**src/rtl/exu_muldiv_pkg.sv**
```systemverilog
// Shared encodings and request descriptor for the iterative RV64M multiply/divide unit.
package exu_muldiv_pkg;

  localparam logic [4:0] OPCODE_ADD    = 5'b01100;
  localparam logic [4:0] OPCODE_ADDW   = 5'b01110;
  localparam logic [6:0] FUNCT7_MULDIV = 7'b0000001;

  localparam logic [2:0] FUNCT3_MUL    = 3'd0;
  localparam logic [2:0] FUNCT3_MULH   = 3'd1;
  localparam logic [2:0] FUNCT3_MULHSU = 3'd2;
  localparam logic [2:0] FUNCT3_MULHU  = 3'd3;
  localparam logic [2:0] FUNCT3_DIV    = 3'd4;
  localparam logic [2:0] FUNCT3_DIVU   = 3'd5;
  localparam logic [2:0] FUNCT3_REM    = 3'd6;
  localparam logic [2:0] FUNCT3_REMU   = 3'd7;

  typedef enum logic [1:0] {
    MD_IDLE = 2'd0,
    MD_CALC = 2'd1,
    MD_DONE = 2'd2
  } md_state_e;

  // Captured at accept; steers the final sign fix-up and result select.
  typedef struct packed {
    logic       legal;
    logic       special;
    logic       is_mul;
    logic       is_w;
    logic [2:0] funct3;
    logic       neg_q;
    logic       neg_r;
  } md_req_t;

  function automatic logic op1_signed(input logic [2:0] f3);
    return (f3 == FUNCT3_MULH) || (f3 == FUNCT3_MULHSU) ||
           (f3 == FUNCT3_DIV)  || (f3 == FUNCT3_REM);
  endfunction

  function automatic logic op2_signed(input logic [2:0] f3);
    return (f3 == FUNCT3_MULH) || (f3 == FUNCT3_DIV) || (f3 == FUNCT3_REM);
  endfunction

endpackage

```
**src/rtl/exu_div_iter.sv**
```systemverilog
// One restoring-division step on magnitudes: shift in next dividend bit, trial-subtract divisor.
module exu_div_iter #(
  parameter int XLEN = 64
) (
  input  logic [XLEN-1:0] rem,
  input  logic [XLEN-1:0] quo,
  input  logic [XLEN-1:0] divisor,
  output logic [XLEN-1:0] rem_nxt,
  output logic [XLEN-1:0] quo_nxt
);

  logic [XLEN:0] shifted;
  logic [XLEN:0] diff;

  // rem < divisor always holds, so diff[XLEN] is a clean borrow flag.
  assign shifted = {rem, quo[XLEN-1]};
  assign diff    = shifted - {1'b0, divisor};
  assign rem_nxt = diff[XLEN] ? shifted[XLEN-1:0] : diff[XLEN-1:0];
  assign quo_nxt = {quo[XLEN-2:0], ~diff[XLEN]};

endmodule

```
**src/rtl/exu_muldiv.sv**
```systemverilog
// Iterative M-extension unit: shift-add multiply, restoring divide, valid/ready result.
// MULDIV_WORD_OPS_EN enables the W forms (N=32); leave undefined when XLEN=32.
module exu_muldiv
  import exu_muldiv_pkg::*;
#(
  parameter int XLEN = 64
) (
  input  logic            clk,
  input  logic            rst,
  input  logic            valid_i,
  output logic            ready_o,
  input  logic [4:0]      opcode_i,
  input  logic [2:0]      funct3_i,
  input  logic [6:0]      funct7_i,
  input  logic [XLEN-1:0] op1_i,
  input  logic [XLEN-1:0] op2_i,
  input  logic            kill_i,
  output logic            valid_o,
  input  logic            ready_i,
  output logic            rd_wen,
  output logic [XLEN-1:0] rd_data
);

`ifdef MULDIV_WORD_OPS_EN
  localparam bit WORD_EN = 1'b1;
`else
  localparam bit WORD_EN = 1'b0;
`endif

  localparam int CW = $clog2(XLEN + 1);
  localparam logic [XLEN-1:0] XMIN = {1'b1, {(XLEN-1){1'b0}}};
  localparam logic [XLEN-1:0] WMIN = XLEN'($signed(32'h8000_0000));

  function automatic logic [XLEN-1:0] wfix(input logic w, input logic [XLEN-1:0] v);
    return w ? XLEN'($signed(v[31:0])) : v;
  endfunction

  md_state_e       state_q, state_d;
  md_req_t         req_q;
  logic [XLEN-1:0] a_q, hi_q, lo_q, res_q;
  logic [CW-1:0]   cnt_q;

  // ---- request decode ----
  logic            mul_in, w_in, legal_in, special_in, accept;
  logic            neg1, neg2, div_zero, ovf;
  logic [XLEN-1:0] x1, x2, m1, m2, spec_res;

  assign mul_in   = ~funct3_i[2];
  assign w_in     = WORD_EN && (opcode_i == OPCODE_ADDW);
  assign legal_in = (funct7_i == FUNCT7_MULDIV) &&
                    ((opcode_i == OPCODE_ADD) ||
                     (w_in && (funct3_i == FUNCT3_MUL || funct3_i[2])));

  assign x1 = !w_in ? op1_i :
              op1_signed(funct3_i) ? XLEN'($signed(op1_i[31:0])) : XLEN'(op1_i[31:0]);
  assign x2 = !w_in ? op2_i :
              op2_signed(funct3_i) ? XLEN'($signed(op2_i[31:0])) : XLEN'(op2_i[31:0]);

  assign neg1 = op1_signed(funct3_i) & x1[XLEN-1];
  assign neg2 = op2_signed(funct3_i) & x2[XLEN-1];
  assign m1   = neg1 ? -x1 : x1;
  assign m2   = neg2 ? -x2 : x2;

  assign div_zero   = !mul_in && (x2 == '0);
  assign ovf        = !mul_in && op2_signed(funct3_i) && (x2 == '1) &&
                      (x1 == (w_in ? WMIN : XMIN));
  assign special_in = !legal_in || div_zero || ovf;
  assign accept     = (state_q == MD_IDLE) && valid_i && !kill_i;

  always_comb begin
    spec_res = '0;
    if (legal_in) begin
      if (div_zero)  spec_res = funct3_i[1] ? wfix(w_in, x1) : '1;
      else if (ovf)  spec_res = funct3_i[1] ? '0 : wfix(w_in, x1);
    end
  end

  // ---- FSM ----
  always_ff @(posedge clk) begin
    if (rst) state_q <= MD_IDLE;
    else     state_q <= state_d;
  end

  always_comb begin
    state_d = state_q;
    unique case (state_q)
      MD_IDLE: if (accept) state_d = special_in ? MD_DONE : MD_CALC;
      MD_CALC: begin
        if (kill_i)              state_d = MD_IDLE;
        else if (cnt_q == CW'(1)) state_d = MD_DONE;
      end
      MD_DONE: if (kill_i || ready_i) state_d = MD_IDLE;
      default: state_d = MD_IDLE;
    endcase
  end

  // ---- iteration datapath ----
  logic [XLEN:0]   mul_sum;
  logic [XLEN-1:0] div_rem, div_quo;

  assign mul_sum = {1'b0, hi_q} + (lo_q[0] ? {1'b0, a_q} : '0);

  exu_div_iter #(.XLEN(XLEN)) u_div_iter (
    .rem     (hi_q),
    .quo     (lo_q),
    .divisor (a_q),
    .rem_nxt (div_rem),
    .quo_nxt (div_quo)
  );

  always_ff @(posedge clk) begin
    if (rst) begin
      req_q <= '0;
      a_q   <= '0;
      hi_q  <= '0;
      lo_q  <= '0;
      res_q <= '0;
      cnt_q <= '0;
    end else if (accept) begin
      req_q <= '{legal: legal_in, special: special_in, is_mul: mul_in, is_w: w_in,
                 funct3: funct3_i, neg_q: neg1 ^ neg2, neg_r: neg1};
      // mul: a=multiplicand, lo=multiplier; div: a=divisor, lo=dividend aligned to MSB
      a_q   <= mul_in ? m1 : m2;
      hi_q  <= '0;
      lo_q  <= mul_in ? m2 : (w_in ? (m1 << (XLEN - 32)) : m1);
      res_q <= spec_res;
      cnt_q <= w_in ? CW'(32) : CW'(XLEN);
    end else if (state_q == MD_CALC) begin
      if (req_q.is_mul) {hi_q, lo_q} <= {mul_sum, lo_q[XLEN-1:1]};
      else              {hi_q, lo_q} <= {div_rem, div_quo};
      cnt_q <= cnt_q - CW'(1);
    end
  end

  // ---- sign fix-up and result select, held stable by the frozen registers in DONE ----
  logic [2*XLEN-1:0] prod, prod_s;
  logic [XLEN-1:0]   quo_s, rem_s, calc_res;

  assign prod   = {hi_q, lo_q};
  assign prod_s = req_q.neg_q ? -prod : prod;
  assign quo_s  = req_q.neg_q ? -lo_q : lo_q;
  assign rem_s  = req_q.neg_r ? -hi_q : hi_q;

  always_comb begin
    calc_res = '0;
    if (req_q.is_mul) begin
      // W multiply: 32 shifts leave the low product word at lo[XLEN-1 -: 32]
      if (req_q.is_w)                      calc_res = XLEN'($signed(lo_q[XLEN-1 -: 32]));
      else if (req_q.funct3 == FUNCT3_MUL) calc_res = prod_s[XLEN-1:0];
      else                                 calc_res = prod_s[2*XLEN-1:XLEN];
    end else begin
      calc_res = wfix(req_q.is_w, req_q.funct3[1] ? rem_s : quo_s);
    end
  end

  assign ready_o = (state_q == MD_IDLE);
  assign valid_o = (state_q == MD_DONE);
  assign rd_wen  = valid_o && req_q.legal;
  assign rd_data = !valid_o ? '0 : (req_q.special ? res_q : calc_res);

endmodule

```
**config.mk**
```make
export PLATFORM = sky130hd
export DESIGN_NAME = exu_muldiv
export DESIGN_NICKNAME = d
export VERILOG_FILES = /design/src/rtl/exu_muldiv_pkg.sv /design/src/rtl/exu_div_iter.sv /design/src/rtl/exu_muldiv.sv
export SDC_FILE = /design/constraint.sdc
export NUM_CORES = 2
export LEC_CHECK = 0
export CAP_MARGIN = 5
export CORE_ASPECT_RATIO = 1.1
export CORE_MARGIN = 4
export CORE_UTILIZATION = 25
export CTS_CLUSTER_SIZE = 30
export DETAILED_ROUTE_END_ITERATION = 7
export PLACE_DENSITY_LB_ADDON = 0.25
export SLEW_MARGIN = 10
export SYNTH_ARGS = -nofsm -noshare
export SYNTH_HDL_FRONTEND = slang
export SYNTH_SLANG_ARGS = --single-unit
```
**constraint.sdc**
```tcl
create_clock -name clk -period 5.5 [get_ports clk]
set_input_delay 1.375 -clock clk [delete_from_list [all_inputs] [get_ports clk]]
set_output_delay 1.375 -clock clk [all_outputs]
set_load 0.03 [all_outputs]
```
---- Word-level counts from Yosys, hierarchy flattened ----
Cells that the tools add are included.
word-level totals
  register bits ........................... 273
  input bits .............................. 148
  output and inout port bits .............. 67
  word-level logic and storage cells ...... 95
cells by class
  add/sub/neg operators ................... 8
  eq/ne operators ......................... 14
  mux-type cells .......................... 31
  bitwise logic cells ..................... 5
  reduce and logical (&&, ||, !) cells .... 24
operator list
  operator                                             count
  2-to-1 mux 64 bit                                    22
  negator 64 bit                                       4
  equality test 64 bit, second input constant          2
  2-to-1 mux 128 bit                                   1
  negator 128 bit                                      1
  adder 64 x 64 -> 65 bit                              1
  subtractor 65 x 64 -> 65 bit                         1
  logical NOT 64 bit                                   1
  equality test 7 x 1 -> 1 bit, second input constant  2
  2-to-1 mux 7 bit                                     2
  2-to-1 mux 2 bit                                     5
  logical AND 1 bit                                    8
  logical OR 1 bit                                     8
  subtractor 7 x 1 -> 7 bit, second input constant     1
  equality test 3 bit, second input constant           2
  one-hot mux 2 bit (3 select lines)                   1
  equality test 5 x 4 -> 1 bit, second input constant  1
  != test 2 x 1 -> 1 bit, second input constant        2
  equality test 3 x 1 -> 1 bit, second input constant  1
  equality test 3 x 2 -> 1 bit, second input constant  1
  logical NOT 3 bit                                    1
  != test 3 bit, second input constant                 1
  AND reduction 3 bit                                  1
  AND 1 bit                                            2
  other kinds (8)                                      10

---- Depth between registers and ports, before layout ----
  depth in word-level cells ............... 10
  gate-level depth with buffers ........... 17
  depth with buffers taken out ............ 14

---- By module ----
From an unflattened synthesis, not the netlist that was laid out.
unflattened totals
  cell total of the unflattened synthesis .. 4,538
  area, all modules ....................... 31,537.7 um^2
by module, submodules not included
  module        times used  cells an instance  area an instance (um^2)  sequential area each (um^2)
  exu_muldiv    1           3,748              25,967.4                 5,465.2
  exu_div_iter  1           790                5,570.3                  0.0

---- Least setup slack after synthesis ----
Ideal clock, no wire load.
  path type ............................... reg-to-output
  from .................................... reg lo_q[13]
  to ...................................... out rd_data[47]
  data arrival time ....................... 4.175 ns
  data required time ...................... 4.125 ns
  path slack .............................. -0.050 ns
  cell stages (with the launch flop) ...... 13
  buffers on the path ..................... 2
  cells stage by stage .................... dfxtp_1 buf_6 or4_4 or4_4 or4_4 buf_6 or4_1 a21oi_2 nand2_1 a21oi_1 xnor2_1 nand2_1 a311oi_1
on the way
  word-level cells in the longest chain between the ends .. 6
  elaborated cells on any way between the ends .. 9
  those cells by class .................... add/sub (2); mux (7)
RTL lines
  element                                                         RTL line                              source
  from (decl)                                                     exu_muldiv.sv:40                      logic [XLEN-1:0] a_q, hi_q, lo_q, res_q;
  from (signal assigned)                                          exu_muldiv.sv:125                     lo_q <= mul_in ? m2 : (w_in ? (m1 << (XLEN - 32)) : m1);
  from (signal assigned)                                          exu_muldiv.sv:129                     if (req_q.is_mul) {hi_q, lo_q} <= {mul_sum, lo_q[XLEN-1:1]};
  from (signal assigned)                                          exu_muldiv.sv:130                     else {hi_q, lo_q} <= {div_rem, div_quo};
  negator 128 bit / negator 64 bit (equally long branches)        exu_muldiv.sv:140, exu_muldiv.sv:141
  2-to-1 mux 128 bit / 2-to-1 mux 64 bit (equally long branches)  exu_muldiv.sv:140, exu_muldiv.sv:141
  2-to-1 mux 64 bit (on tied branches)                            exu_muldiv.sv:149, exu_muldiv.sv:152
  2-to-1 mux 64 bit *                                             exu_muldiv.sv:146                     if (req_q.is_mul) begin
  2-to-1 mux 64 bit * (2 in series)                               exu_muldiv.sv:159                     assign rd_data = !valid_o ? '0 : (req_q.special ? res_q : calc_res);
  to (decl)                                                       exu_muldiv.sv:21                      output logic [XLEN-1:0] rd_data
Mark *: on every way between the ends. The rest lies on a longest branch, timed or not.

---- Worst setup path in the final report ----
  from .................................... reg lo_q[20]
  to ...................................... out rd_data[57]
Same word-level chain as after synthesis.

==> reports/metrics.yaml <==
yosys:
  ys.warnings.count: 0
  synth_edf_count: 0
  netlist_instances: 4485
  yosysSeqAreaShare: 0.181
  synth.area.top_cells: "sky130_fd_sc_hd__dfxtp_1 (18%), sky130_fd_sc_hd__a21oi_1 (7.2%), sky130_fd_sc_hd__nand2_1 (6.8%), sky130_fd_sc_hd__o21ai_0 (6.5%), sky130_fd_sc_hd__xnor2_1 (6.4%)"
  synth.avg_cell_area_um2: 6.75
  synth-main-ff-cell: "sky130_fd_sc_hd__dfxtp_1"
  ys_seq_elements: 273
  synth.cell_area_um2: 30300
  synth_top_cell_area_share: 0.181
  post-synth-top-area-cell: "sky130_fd_sc_hd__dfxtp_1"
  yosys.cell_types.count: 83
  synth_fp_nets: 4770
  async_flop_share: 0
route:
  detailroute.via_count: 35400
  routed_wirelength_mm: 157
  drtPass1Iterations: 8
  detail_route.drc_violations: 1
  antenna_violating_nets_post_route: 0
  detail_route.wl_per_cell_um: 24.7
  dr_iter_0_viols: 3650
  avgViaCountPerCell: 5.57
run_status:
  run_status: "finished with violations"
  failing_checks: "design-rule violations, negative setup slack"
die:
  floorplan.initialDensity: 0.252
  die-area_um2: 127000
  floorplan.die.height_um: 373
  rows: 133
  core_footprint_um2: 120000
  dieWidth_um: 340
  io_pins: 215
cts:
  tritoncts: "done"
  clkLatencyLatePin_ps: 640
  clk_path_buf_depth: 3
  htree_num_levels: 1
  cts.sinks: 273
  cts-hold-fix-buffers: 0
  clk_transition_reported_paths_ps: 70
  root_buffer_master: "sky130_fd_sc_hd__clkbuf_16"
  cts_buffer_count: 31
global_route:
  vias_in_the_first_global_route: 33200
  grt_pass1_wl_mm: 227
  global_route.overflow_total: 0
  maximum_number_of_pins_on_one_net_before_global_route_repair: 109
  grtUsageTotal: 0.233
  initial_antenna_violation_count: 2
sta:
  setup_tns_ps: -7260
  fin_skew_ps: 36.7
  finalHoldViolations: 0
  worstMarginPinSlew_ps: 1060
  setup_violating_endpoint_count_in_the_final_report: 40
  rsz_0062_raised_after_global_routing: "yes"
  worst_slew_margin_rel: 0.294
  timing.final.crit_period_ps: 5810
  timing.final.crit_share: 1.06
  min_setup_slack_post_route_ps: -308
  timing.final.max_slew_violations: 0
  fmax_mhz: 172
power_and_ir_drop:
  ir_drop_mv: 0.173
  cellPowerDensity_nw_per_um2: 176
  power_leakage_nw: 15.0
critical_path:
  reg2reg_from: "lo_q[0]"
  timing.critical_path.from_type: "flop"
  cp-end-kind: "output port"
  reg2reg_setup_slack_ps: 670
  timing.rr.end: "hi_q[61]"
  crit_type: "flop to output port"
  register_to_register_path_depth: 16
  worst_ep_required_time_ps: 4120
  critical_path_arrival_ps: 4430
  worst_path_fanout_max: 6
hold_path:
  worst_hold_path_type: "flop to flop"
  holdPathStages: 2
  worst_hold_startpoint: "res_q[39]"
  min_to: "res_q[39]"
cells_and_area:
  layout.core_utilization: 0.324
  syn2layout_area_growth_pct: 28.6
  final_net_count: 4984
  fraction_of_final_layout_cells_sized_beyond_drive_strength_1: 0.152
  cell_count_final_fillers_out: 6344
flow_run:
  maxCapViolations: 0
placement:
  dp_hpwl_mm: 124
  pre_cts_ws_ps: 38.7
  gp_congestion: 0.989
  placed_cells_incl_taps: 6260
  port-buffer-count: 214
[area by class of cell]
type | instances | area (um2)
fill | 13100 | 81000
multi-input combinational | 3727 | 24400
sequential | 273 | 5480
timing repair buffer | 551 | 5440
tap | 1620 | 2030
clock buffer | 38 | 865
inverter | 115 | 432
clock inverter | 18 | 245
antenna | 2 | 5.00
[worst max-delay path, stage by stage, from the launching register on]
cell                       delay [ps]
sky130_fd_sc_hd__dfxtp_2          320
sky130_fd_sc_hd__or4_4            530
sky130_fd_sc_hd__or4_4            490
sky130_fd_sc_hd__or4_4            580
sky130_fd_sc_hd__or2_4            270
sky130_fd_sc_hd__or4_4            440
sky130_fd_sc_hd__o31ai_4          300
sky130_fd_sc_hd__a21boi_2         230
sky130_fd_sc_hd__xor2_1           150
sky130_fd_sc_hd__nand2_1           80
sky130_fd_sc_hd__a22o_4           290
sky130_fd_sc_hd__buf_6            150
[through the flow]
stage / power (mW) / hold slack, ps / cell area [um2]
5_1_grt: 7.11 / 476 / 38900
3_5_place_dp: 4.32 / 441 / 36100
3_3_place_gp: 4.32 / 430 / 36100
6_report: 6.87 / 455 / 38900
2_1_floorplan: 3.39 / 418 / 30300
4_1_cts: 6.77 / 457 / 38000
[cell families (layout without fill, tap and decap cells)]
group | after synthesis | after routing | share of synthesized area
compound gates | 1482 | 1482 | 0.306
xor+xnor | 429 | 429 | 0.124
fa+ha+maj | 137 | 137 | 0.0571
buf+inv | 485 | 722 | 0.0607
flops | 273 | 273 | 0.181
mux | 107 | 107 | 0.0357
other cells | 0 | 2 | 0
simple gates | 1572 | 1572 | 0.236
[flip-flops by register name, indices dropped and copies added, names as in the netlist]
name	cells
a_q	64
lo_q	64
hi_q	64
req_q	8
state_q	2
cnt_q	7
res_q	64
[cell usage after synthesis, types with 68 or more instances]
| cell | count |
|---|---|
| sky130_fd_sc_hd__a21oi_1 | 435 |
| sky130_fd_sc_hd__ha_1 | 135 |
| sky130_fd_sc_hd__mux2i_1 | 99 |
| sky130_fd_sc_hd__inv_1 | 114 |
| sky130_fd_sc_hd__nor3_1 | 98 |
| sky130_fd_sc_hd__nor2_1 | 506 |
| sky130_fd_sc_hd__a211oi_1 | 75 |
| sky130_fd_sc_hd__dfxtp_1 | 273 |
| sky130_fd_sc_hd__clkbuf_1 | 333 |
| sky130_fd_sc_hd__or3_1 | 68 |
| sky130_fd_sc_hd__a21o_1 | 77 |
| sky130_fd_sc_hd__nand2_1 | 546 |
| sky130_fd_sc_hd__nand4_1 | 75 |
| sky130_fd_sc_hd__xor2_1 | 208 |
| sky130_fd_sc_hd__o211ai_1 | 130 |
| sky130_fd_sc_hd__xnor2_1 | 221 |
| sky130_fd_sc_hd__o21ai_0 | 395 |
[worst max path at each step]
stage,startpoint,to,slack (ps),cells after the start
after global placement,lo_q[56],rd_data[62],20,13
after detailed placement,lo_q[13],rd_data[57],40,11
after floorplan,lo_q[13],rd_data[63],70,12
final,lo_q[20],rd_data[57],-310,11
after global routing,lo_q[20],rd_data[39],-420,13
after CTS,lo_q[20],rd_data[57],-390,11
[layout by cell type, fill, tap and decap left out, drive strengths merged, types with 135 or more instances in the layout]
| master | n |
|---|---|
| o21ai | 397 |
| dfxtp | 273 |
| xor2 | 208 |
| nand2 | 546 |
| clkdlybuf4s50 | 148 |
| ha | 135 |
| xnor2 | 221 |
| buf | 403 |
| nor2 | 506 |
| a21oi | 436 |
[per-layer routing]
metal,track usage,share of wire,up-vias
met1,0.318,0.43,16900
met3,0.0263,0.074,315
met2,0.376,0.44,1617
met4,0.0905,0.050,0
met5,0,0,-
li1,-,-,16500
[what timing repair did]
item / in CTS / in global routing
setup endpoints to repair: 63 / 59
hold endpoints to repair: 0 / 0
cloned: 0 / 0
gates resized for setup: 178 / 168
setup buffers: 14 / 19
pin swaps: 73 / 108
[power breakdown]
part           internal [mW]  switching (mW)  total [mW]
Sequential              2.04          0.0927        2.13
Combinational          0.894            1.46        2.35
Clock                   1.35            1.02        2.38
Power figures use the tool's default switching activity.
